[config.mk]
export PLATFORM = sky130hd
export DESIGN_NAME = uart_rx_fifo
export DESIGN_NICKNAME = d
export VERILOG_FILES = /design/src/rtl/uart_rx_fifo.sv
export SDC_FILE = /design/constraint.sdc
export NUM_CORES = 1
export LEC_CHECK = 0
export BUFFER_PORTS_ARGS = -buffer_cell sky130_fd_sc_hd__buf_2
export CORE_UTILIZATION = 35
export DETAILED_ROUTE_END_ITERATION = 7
export REMOVE_ABC_BUFFERS = 1
export SETUP_SLACK_MARGIN = 0.4
export SLEW_MARGIN = 25
export SYNTH_ARGS = -nofsm -noshare
export SYNTH_HDL_FRONTEND = slang
export SYNTH_SLANG_ARGS = --single-unit
[constraint.sdc]
create_clock -name i_Clock -period 3.7 [get_ports i_Clock]
set_input_delay 0.37 -clock i_Clock [delete_from_list [all_inputs] [get_ports i_Clock]]
set_output_delay 0.37 -clock i_Clock [all_outputs]
set_load 0.01 [all_outputs]
[src/rtl/uart_rx_fifo.sv]
// UART receiver: 2-flop sync, 3-sample majority vote, parity/stop/break checks, FWFT byte FIFO.
// Latency: good byte visible on o_RX_Valid the cycle after the mid+1 stop-bit decision.
// Backpressure: i_RX_Ready pops the head; a good byte arriving at a full FIFO is dropped with o_Overrun.
module uart_rx_fifo #(
  parameter int CLKS_PER_BIT = 217,
  parameter int PARITY_EN    = 0,
  parameter int PARITY_ODD   = 0,
  parameter int FIFO_DEPTH   = 8
) (
  input  logic                          i_Clock,
  input  logic                          i_Rst_n,
  input  logic                          i_RX_Serial,
  output logic                          o_RX_Valid,
  output logic [7:0]                    o_RX_Byte,
  input  logic                          i_RX_Ready,
  output logic [$clog2(FIFO_DEPTH):0]   o_FIFO_Count,
  output logic                          o_Parity_Err,
  output logic                          o_Frame_Err,
  output logic                          o_Break,
  output logic                          o_Overrun,
  output logic                          o_RX_Busy
);

  localparam int         MID     = (CLKS_PER_BIT - 1) / 2;
  localparam logic [7:0] C_LAST  = 8'(CLKS_PER_BIT - 1);
  localparam logic [7:0] C_S0    = 8'(MID - 1);
  localparam logic [7:0] C_S1    = 8'(MID);
  localparam logic [7:0] C_S2    = 8'(MID + 1);
  localparam logic       PEN     = (PARITY_EN != 0);
  localparam logic       ODD_BIT = (PARITY_ODD != 0);
  localparam int         AW      = $clog2(FIFO_DEPTH);

  typedef enum logic [2:0] {IDLE, START, DATA, PARITY, STOP, BREAK_WAIT} state_t;

  state_t      state;
  logic        rx_meta, rx_sync, rx_prev, armed;
  logic [1:0]  sync_fill;
  logic [7:0]  bit_cnt;
  logic [2:0]  bit_idx;
  logic [7:0]  rx_byte;
  logic        par_bit, samp_a, samp_b;
  logic        vote, last, decide, par_bad, is_break;
  logic        push_vld;

  logic [7:0]  mem [FIFO_DEPTH];
  logic [AW-1:0] wr_ptr, rd_ptr;
  logic [AW:0] count;
  logic        full, pop_fire, wr_fire;

  assign vote     = (samp_a & samp_b) | (samp_a & rx_sync) | (samp_b & rx_sync);
  assign last     = (bit_cnt == C_LAST);
  assign decide   = (bit_cnt == C_S2);
  assign par_bad  = PEN && (par_bit != ((^rx_byte) ^ ODD_BIT));
  assign is_break = (rx_byte == 8'd0) && (!PEN || !par_bit);
  assign push_vld = (state == STOP) && decide && vote && !par_bad;
  assign o_RX_Busy = (state != IDLE);

  // Synchronizer, edge history and arming. sync_fill keeps the reset-value 1s in the
  // sync chain from arming the receiver before a real pad sample has reached rx_sync.
  always_ff @(posedge i_Clock or negedge i_Rst_n) begin
    if (!i_Rst_n) begin
      rx_meta   <= 1'b1;
      rx_sync   <= 1'b1;
      rx_prev   <= 1'b1;
      sync_fill <= 2'd0;
      armed     <= 1'b0;
    end else begin
      rx_meta <= i_RX_Serial;
      rx_sync <= rx_meta;
      rx_prev <= rx_sync;
      if (sync_fill != 2'd2) sync_fill <= sync_fill + 2'd1;
      if (sync_fill == 2'd2 && rx_sync) armed <= 1'b1;
    end
  end

  // Frame state machine with bit timing, vote sampling and registered error pulses.
  always_ff @(posedge i_Clock or negedge i_Rst_n) begin
    if (!i_Rst_n) begin
      state        <= IDLE;
      bit_cnt      <= 8'd0;
      bit_idx      <= 3'd0;
      rx_byte      <= 8'd0;
      par_bit      <= 1'b0;
      samp_a       <= 1'b0;
      samp_b       <= 1'b0;
      o_Parity_Err <= 1'b0;
      o_Frame_Err  <= 1'b0;
      o_Break      <= 1'b0;
    end else begin
      o_Parity_Err <= 1'b0;
      o_Frame_Err  <= 1'b0;
      o_Break      <= 1'b0;
      if (bit_cnt == C_S0) samp_a <= rx_sync;
      if (bit_cnt == C_S1) samp_b <= rx_sync;
      bit_cnt <= last ? 8'd0 : bit_cnt + 8'd1;
      case (state)
        IDLE: begin
          bit_cnt <= 8'd0;
          if (armed && rx_prev && !rx_sync) state <= START;
        end
        START: begin
          if (decide && vote) begin
            state   <= IDLE;
            bit_cnt <= 8'd0;
          end else if (last) begin
            state   <= DATA;
            bit_idx <= 3'd0;
          end
        end
        DATA: begin
          if (decide) rx_byte[bit_idx] <= vote;
          if (last) begin
            if (bit_idx == 3'd7) state <= PEN ? PARITY : STOP;
            else bit_idx <= bit_idx + 3'd1;
          end
        end
        PARITY: begin
          if (decide) par_bit <= vote;
          if (last) state <= STOP;
        end
        STOP: begin
          if (decide) begin
            bit_cnt <= 8'd0;
            state   <= IDLE;
            if (!vote) begin
              o_Frame_Err <= 1'b1;
              if (is_break) begin
                o_Break <= 1'b1;
                state   <= BREAK_WAIT;
              end
            end else if (par_bad) begin
              o_Parity_Err <= 1'b1;
            end
          end
        end
        BREAK_WAIT: begin
          bit_cnt <= 8'd0;
          if (rx_sync) state <= IDLE;
        end
        default: state <= IDLE;
      endcase
    end
  end

  assign pop_fire     = o_RX_Valid && i_RX_Ready;
  assign full         = (count == (AW+1)'(FIFO_DEPTH));
  assign wr_fire      = push_vld && (!full || pop_fire);
  assign o_RX_Valid   = (count != '0);
  assign o_RX_Byte    = mem[rd_ptr];
  assign o_FIFO_Count = count;

  // First-word-fall-through FIFO storage, pointers, occupancy and overrun pulse.
  always_ff @(posedge i_Clock or negedge i_Rst_n) begin
    if (!i_Rst_n) begin
      wr_ptr    <= '0;
      rd_ptr    <= '0;
      count     <= '0;
      o_Overrun <= 1'b0;
      for (int i = 0; i < FIFO_DEPTH; i++) mem[i] <= 8'd0;
    end else begin
      o_Overrun <= push_vld && full && !pop_fire;
      if (wr_fire) begin
        mem[wr_ptr] <= rx_byte;
        wr_ptr      <= wr_ptr + 1'b1;
      end
      if (pop_fire) rd_ptr <= rd_ptr + 1'b1;
      if (wr_fire && !pop_fire) count <= count + 1'b1;
      else if (!wr_fire && pop_fire) count <= count - 1'b1;
    end
  end

endmodule

# --- Yosys cells after proc, flatten, opt, wreduce, memory -nomap -nowiden ---
# Index checks and enable logic that the tools add are counted.
word_totals:
  register_bits: 107
  input_bits: 4
  out_inout_bits: 18
classes:
  add_sub_neg: 7
  order_cmp: 5
  eq_ne: 23
  muxes: 38
  bitwise_logic: 7
  n_reduce_logical: 29
op_table:
  columns: ["op", "count"]
  rows:
  - ["$bwmux 64", 1]
  - ["$mux 8", 6]
  - ["$mux 3", 14]
  - ["$bmux 8 s3", 1]
  - ["$demux 8 s3", 1]
  - ["$eq 8x7->1 const B", 3]
  - ["$pmux 8 s3", 1]
  - ["$ne 2x2->1 const B", 10]
  - ["$pmux 3 s6", 1]
  - ["$logic_and 1x1->1", 14]
  - ["$add 3x1->3 const B", 3]
  - ["$eq 3x3->1 const B", 3]
  - ["$add 8x1->8 const B", 1]
  - ["$bwmux 8", 1]
  - ["$eq 8x8->1 const B", 1]
  - ["$ge 4x4->1 const B", 2]
  - ["$logic_not 8->1", 1]
  - ["$mux 1", 8]
  - ["$mux 4", 2]
  - ["$not 3->4", 2]
  - ["$reduce_and 7->1", 1]
  - ["$eq 3x2->1 const B", 2]
  - ["$pmux 3 s2", 1]
  - ["$reduce_and 5->1", 1]
  - ["21 further kinds", 28]

# --- Logic depth before layout (Yosys ltp) ---
logic_depth:
  depth_word: 9
  ltp_mapped: 13
  depth_no_buf: 12

# --- Worst setup path before layout ---
# Ideal clock, no wire load.
synth_path:
  path_type: "flip-flop to flip-flop"
  startpoint: "reg count[1], in the netlist o_FIFO_Count[1]"
  endpoint: "reg count[3], in the netlist o_FIFO_Count[3]"
  arrival_ps: 2880
  required_ps: 3620
  path_slack_ps: 740
  path_stages_with_launch: 11
  path_buffers: 0
  path_cell_list: "dfrtp_1 or3_1 o21ai_0 nor2_1 ha_1 inv_1 ha_1 a21o_1 a21oi_1 mux2i_1 xnor2_1"
synth_via:
  elab_chain_cells: 7
  word_cells_on_any_way: 15
  cone_classes: "add/sub (2); eq/ne (1); mux (2); reduce/logical (10)"
synth_lines:
  columns: ["element", "line_no", "text"]
  rows:
  - ["start: declaration", "47", "logic [AW:0] count;"]
  - ["start signal: assignment", "167", "if (wr_fire && !pop_fire) count <= count + 1'b1;"]
  - ["start signal: assignment", "168", "else if (!wr_fire && pop_fire) count <= count - 1'b1;"]
  - ["$eq 4x4->1 / $reduce_bool 4->1 (equally long branches)", "146, 148", null]
  - ["$logic_not 1->1 / $logic_and 1x1->1 (equally long branches)", "147, 145", null]
  - ["$logic_or 1x1->1 *", "147", "assign wr_fire = push_vld && (!full || pop_fire);"]
  - ["$logic_and 1x1->1 *", "147", null]
  - ["net wr_fire", "48", "logic full, pop_fire, wr_fire;"]
  - ["$logic_not 1->1", "168", null]
  - ["$logic_and 1x1->1", "168", null]
  - ["$reduce_bool 2->1 (no source line)", null, null]
# Mark *: on every way through the listed nets, which the timed path passes. The rest lies on a longest branch. The select of a mux whose other input is x is not followed.
# A chain may end at the register's enable or synchronous reset.

# --- Worst setup path in the final report ---
layout_path:
  startpoint: "reg state[0]"
  endpoint: "reg count[3], in the netlist o_FIFO_Count[3]"
layout_via:
  elab_chain_cells: 7
  word_cells_on_any_way: 9
  cone_classes: "eq/ne (1); mux (1); reduce/logical (7)"
layout_lines:
  columns: ["element", "line_no", "text"]
  rows:
  - ["start: declaration", "35", "state_t state;"]
  - ["start signal: assignment", "113", "if (bit_idx == 3'd7) state <= PEN ? PARITY : STOP;"]
  - ["$eq 3x3->1 *", "55", "assign push_vld = (state == STOP) && decide && vote && !par_bad;"]
  - ["$logic_and 1x1->1 * (2 in series)", "55", null]
  - ["$logic_and 1x1->1 *", "147", null]
  - ["net wr_fire", "48", null]
  - ["$logic_not 1->1", "168", null]
  - ["$logic_and 1x1->1", "168", null]
  - ["$reduce_bool 2->1 (no source line)", null, null]
# Mark *: on every way through the listed nets, which the timed path passes. The rest lies on a longest branch.

==> impl_metrics.env <==
export IMPL_synth_seq_cells=107
export IMPL_synth_edf_count=0
export IMPL_cp_cell_sequence="or3b_1, or3_4, nor2_1, ha_1, inv_1, ha_1, a21o_1, a21oi_1, mux2i_1, xnor2_1"
export IMPL_crit_fanout=12
export IMPL_fp_dieW_um=124
export IMPL_grt_ovfl_total=0
export IMPL_p_sw_share_pct=23.8
export IMPL_firstDrtPassIters=4
export IMPL_crit_slowest_cell="dfrtp_1"
export IMPL_avgSynthCellArea_sq_um=13.6
export IMPL_rsz0062_at_grt="false"
export IMPL_antenna_found_initial=0
export IMPL_final_cells=587
export IMPL_ir_drop_v=0.000224
export IMPL_min_path_type="in2async"
export IMPL_dpl_hpwl_mm=6.76
export IMPL_clock_fmax_mhz=336
export IMPL_diodes=0
export IMPL_intPower_uw=1800
export IMPL_drc_errors=0
export IMPL_clkSinkCount=107
export IMPL_io_buffers=20
export IMPL_setup_viol=0
export IMPL_cpMostUsedCell="ha_1"
export IMPL_fin_setup_tns_ns=0
export IMPL_synth_most_common_cell="dfrtp_1"
export IMPL_maxSlewHeadroom_pct=39.8
export IMPL_first_global_vias=3221
export IMPL_route_met2_wl_mm=4.70
export IMPL_wl_met3_um=303
export IMPL_synth_top_cells_by_count="104 x dfrtp_1, 71 x mux2_2, 23 x nor2_1"
export IMPL_postCtsSetupBuffers=0
export IMPL_ys_flop_type="dfrtp_1"
export IMPL_num_vias=3045
export IMPL_wl_per_cell_um=17.1
export IMPL_wirelength_met1_mm=4.80
export IMPL_hold_viol=0
export IMPL_power_frac_comb_pct=6.6
export IMPL_min_period_over_period_pct=80.5
export IMPL_synth_area_sq_um=5250
export IMPL_synth_area_leaders="dfrtp_1 50%, mux2_2 15%, mux4_2 6.9%"
export IMPL_path_clk_slew_ns=0.07
export IMPL_end_kind="flop"
export IMPL_status="completed"
export IMPL_wirelength_mm=10.0
export IMPL_cts_inserted_buffers=9
export IMPL_clock_skew_ns=0.0101
export IMPL_gp_congestion=0.789
export IMPL_required_ns=3.97
export IMPL_max_stage_delay_ns=0.49
export IMPL_ys_seq_area_share_pct=51.1
export IMPL_critPathTopFamily="simple AND/OR/NAND/NOR gates"
export IMPL_cap_viol_max_count=0
export IMPL_worstSetupPathType="reg2reg"
export IMPL_num_rows=44
export IMPL_yosys_cell_types_count=53
export IMPL_p_per_area_nw_per_um2=408
export IMPL_reg2reg_to="o_FIFO_Count[3]"
export IMPL_p_clk_share_pct=41.4
export IMPL_clockBufferDepth=2
export IMPL_grt_pass1_wl_mm=16.9
export IMPL_fp_dieH_um=124
export IMPL_nNetsFinal=414
export IMPL_root_buffer="clkbuf_16"
export IMPL_min_period_ns=2.98
export IMPL_hold_buffers=0
export IMPL_leakage_uw=0.00276
export IMPL_crit_buf_inv=1
export IMPL_die_area_sq_um=15500
export IMPL_syn2layout_area_growth_pct=10.4
export IMPL_p_switching_uw=561
export IMPL_ys_warn_count=0
export IMPL_synth_async_reset_ratio_pct=100
export IMPL_ios=22
export IMPL_tightest_slew_ns=0.896
export IMPL_worstPathArrival_ns=3.25
export IMPL_power_total_uw=2360
export IMPL_place_worst_setup_slack_ns=0.737
export IMPL_cts_resized=0
export IMPL_htree_levels=3
export IMPL_yosys_area_top_type="dfrtp_1"
export IMPL_via_per_inst=5.19
export IMPL_top_layer="met4"
export IMPL_power_frac_seq_pct=52.0
export IMPL_r2r_setup_slack_ns=0.72
export IMPL_reg2regPathDepth=10
export IMPL_clk_latency_ns=0.35
export IMPL_critPathLaunchType="flop"
export IMPL_fin_ws_ns=0.723
export IMPL_cts_tree="built"
export IMPL_initial_core_util_pct=36.0
export IMPL_r2r_start="state[0]"
export IMPL_antenna_left=0
export IMPL_drt_iter0_markers=112
export IMPL_grt_util_all_layers_pct=14.0
export IMPL_coreArea_sq_um=14600
export IMPL_final_max_slew_viol_count=0
export IMPL_syn_inst=387
export IMPL_dp_cells=571
export IMPL_yosys_area_top_type_share_pct=49.6
export IMPL_drive_above_1_share_pct=38.0
export IMPL_grt_max_degree=79
through the flow:
stage | hold WS [ns] | cell area, sq um | utilization [%]
after detailed placement | 0.348 | 5480 | 37.5
after floorplan | 0.0744 | 5110 | -
after global placement | 0.346 | 5480 | 37.5
final | 0.0366 | 5790 | 39.7
after global routing | 0.0882 | 5790 | 39.7
after CTS | 0.105 | 5780 | 39.6
worst register-to-register path: cells and delay by family, from the launching register on:
family,cells,cell delay (ns)
and+or+nand+nor,3,1.10
adders and majority gates,2,0.50
DFF,1,0.49
AOI/OAI and AO/OA,2,0.34
muxes,1,0.24
xor gates and xnor gates,1,0.14
buffers and inverters,1,0.10
placed cells by master (no fill, tap or decap), types with 3 or more instances in the layout:
| cell | instances |
|---|---|
| or4_1 | 3 |
| mux2_2 | 71 |
| inv_1 | 10 |
| dfrtp_1 | 104 |
| and4_1 | 4 |
| buf_4 | 5 |
| ha_1 | 11 |
| nand2_1 | 11 |
| mux2_4 | 16 |
| buf_2 | 19 |
| nand4_1 | 4 |
| nor2_1 | 23 |
| nand3_1 | 10 |
| xnor2_1 | 12 |
| o31ai_1 | 3 |
| o21ai_0 | 6 |
| nor3_1 | 7 |
| mux4_2 | 16 |
| nand3b_1 | 4 |
| a21oi_1 | 3 |
| dfstp_2 | 3 |
| clkbuf_16 | 9 |
| a31oi_1 | 4 |
power by group through the flow:
| stage | Sequential, uW | Combinational [uW] | Clock, uW |
|---|---|---|---|
| after floorplan | 1240 | 102 | 0 |
| after global placement | 1250 | 156 | 0 |
| after detailed placement | 1250 | 159 | 0 |
| after CTS | 1230 | 159 | 1010 |
| after global routing | 1230 | 180 | 1060 |
| final | 1230 | 157 | 977 |
worst max path at each step:
| stage | start | endpoint | slack, ns | depth (start not counted) |
|---|---|---|---|---|
| 2_1_floorplan | o_FIFO_Count[1] | o_FIFO_Count[3] | 0.74 | 10 |
| 3_3_place_gp | state[0] | o_FIFO_Count[3] | 0.80 | 10 |
| 3_5_place_dp | state[0] | o_FIFO_Count[3] | 0.74 | 10 |
| 6_report | state[0] | o_FIFO_Count[3] | 0.72 | 10 |
| 5_1_grt | bit_cnt[1] | o_FIFO_Count[3] | 0.53 | 12 |
| 4_1_cts | state[0] | o_FIFO_Count[3] | 0.72 | 10 |
area by class of cell:
| type | count | area (sq um) |
|---|---|---|
| Sequential cell | 107 | 2680 |
| Multi-Input combinational cell | 245 | 2390 |
| Inverter | 10 | 37.5 |
| Timing Repair Buffer | 25 | 144 |
| Tap cell | 184 | 230 |
| Clock buffer | 11 | 243 |
| Clock inverter | 5 | 60.1 |
| Fill cell | 1371 | 8800 |
sequential cells by signal (all words and copies together) (netlist names), 2 cells and up:
register	cells
rd_ptr	3
bit_idx	3
mem	64
bit_cnt	8
state	3
o_FIFO_Count	4
rx_byte	8
wr_ptr	3
sync_fill	2
per-layer routing:
metal	GRT usage, %	up-vias
met5	0	-
met4	5.24	0
met3	4.12	13
met2	21.4	40
met1	18.5	1572
li1	-	1420
logic make-up after synthesis:
| family | count (synthesis) | share of synthesized area, % |
|---|---|---|
| flip-flops | 107 | 51.1 |
| multiplexers | 104 | 26.9 |
| AND/OR/NAND/NOR | 89 | 10.1 |
| buffers and inverters | 35 | 3.34 |
| AO/OA/AOI/OAI | 24 | 2.98 |
| XOR/XNOR | 14 | 2.34 |
| adder cells (fa/ha/maj) | 13 | 3.20 |
| other | 1 | 0.0715 |
No activity file was read; power rests on OpenSTA's default activity.
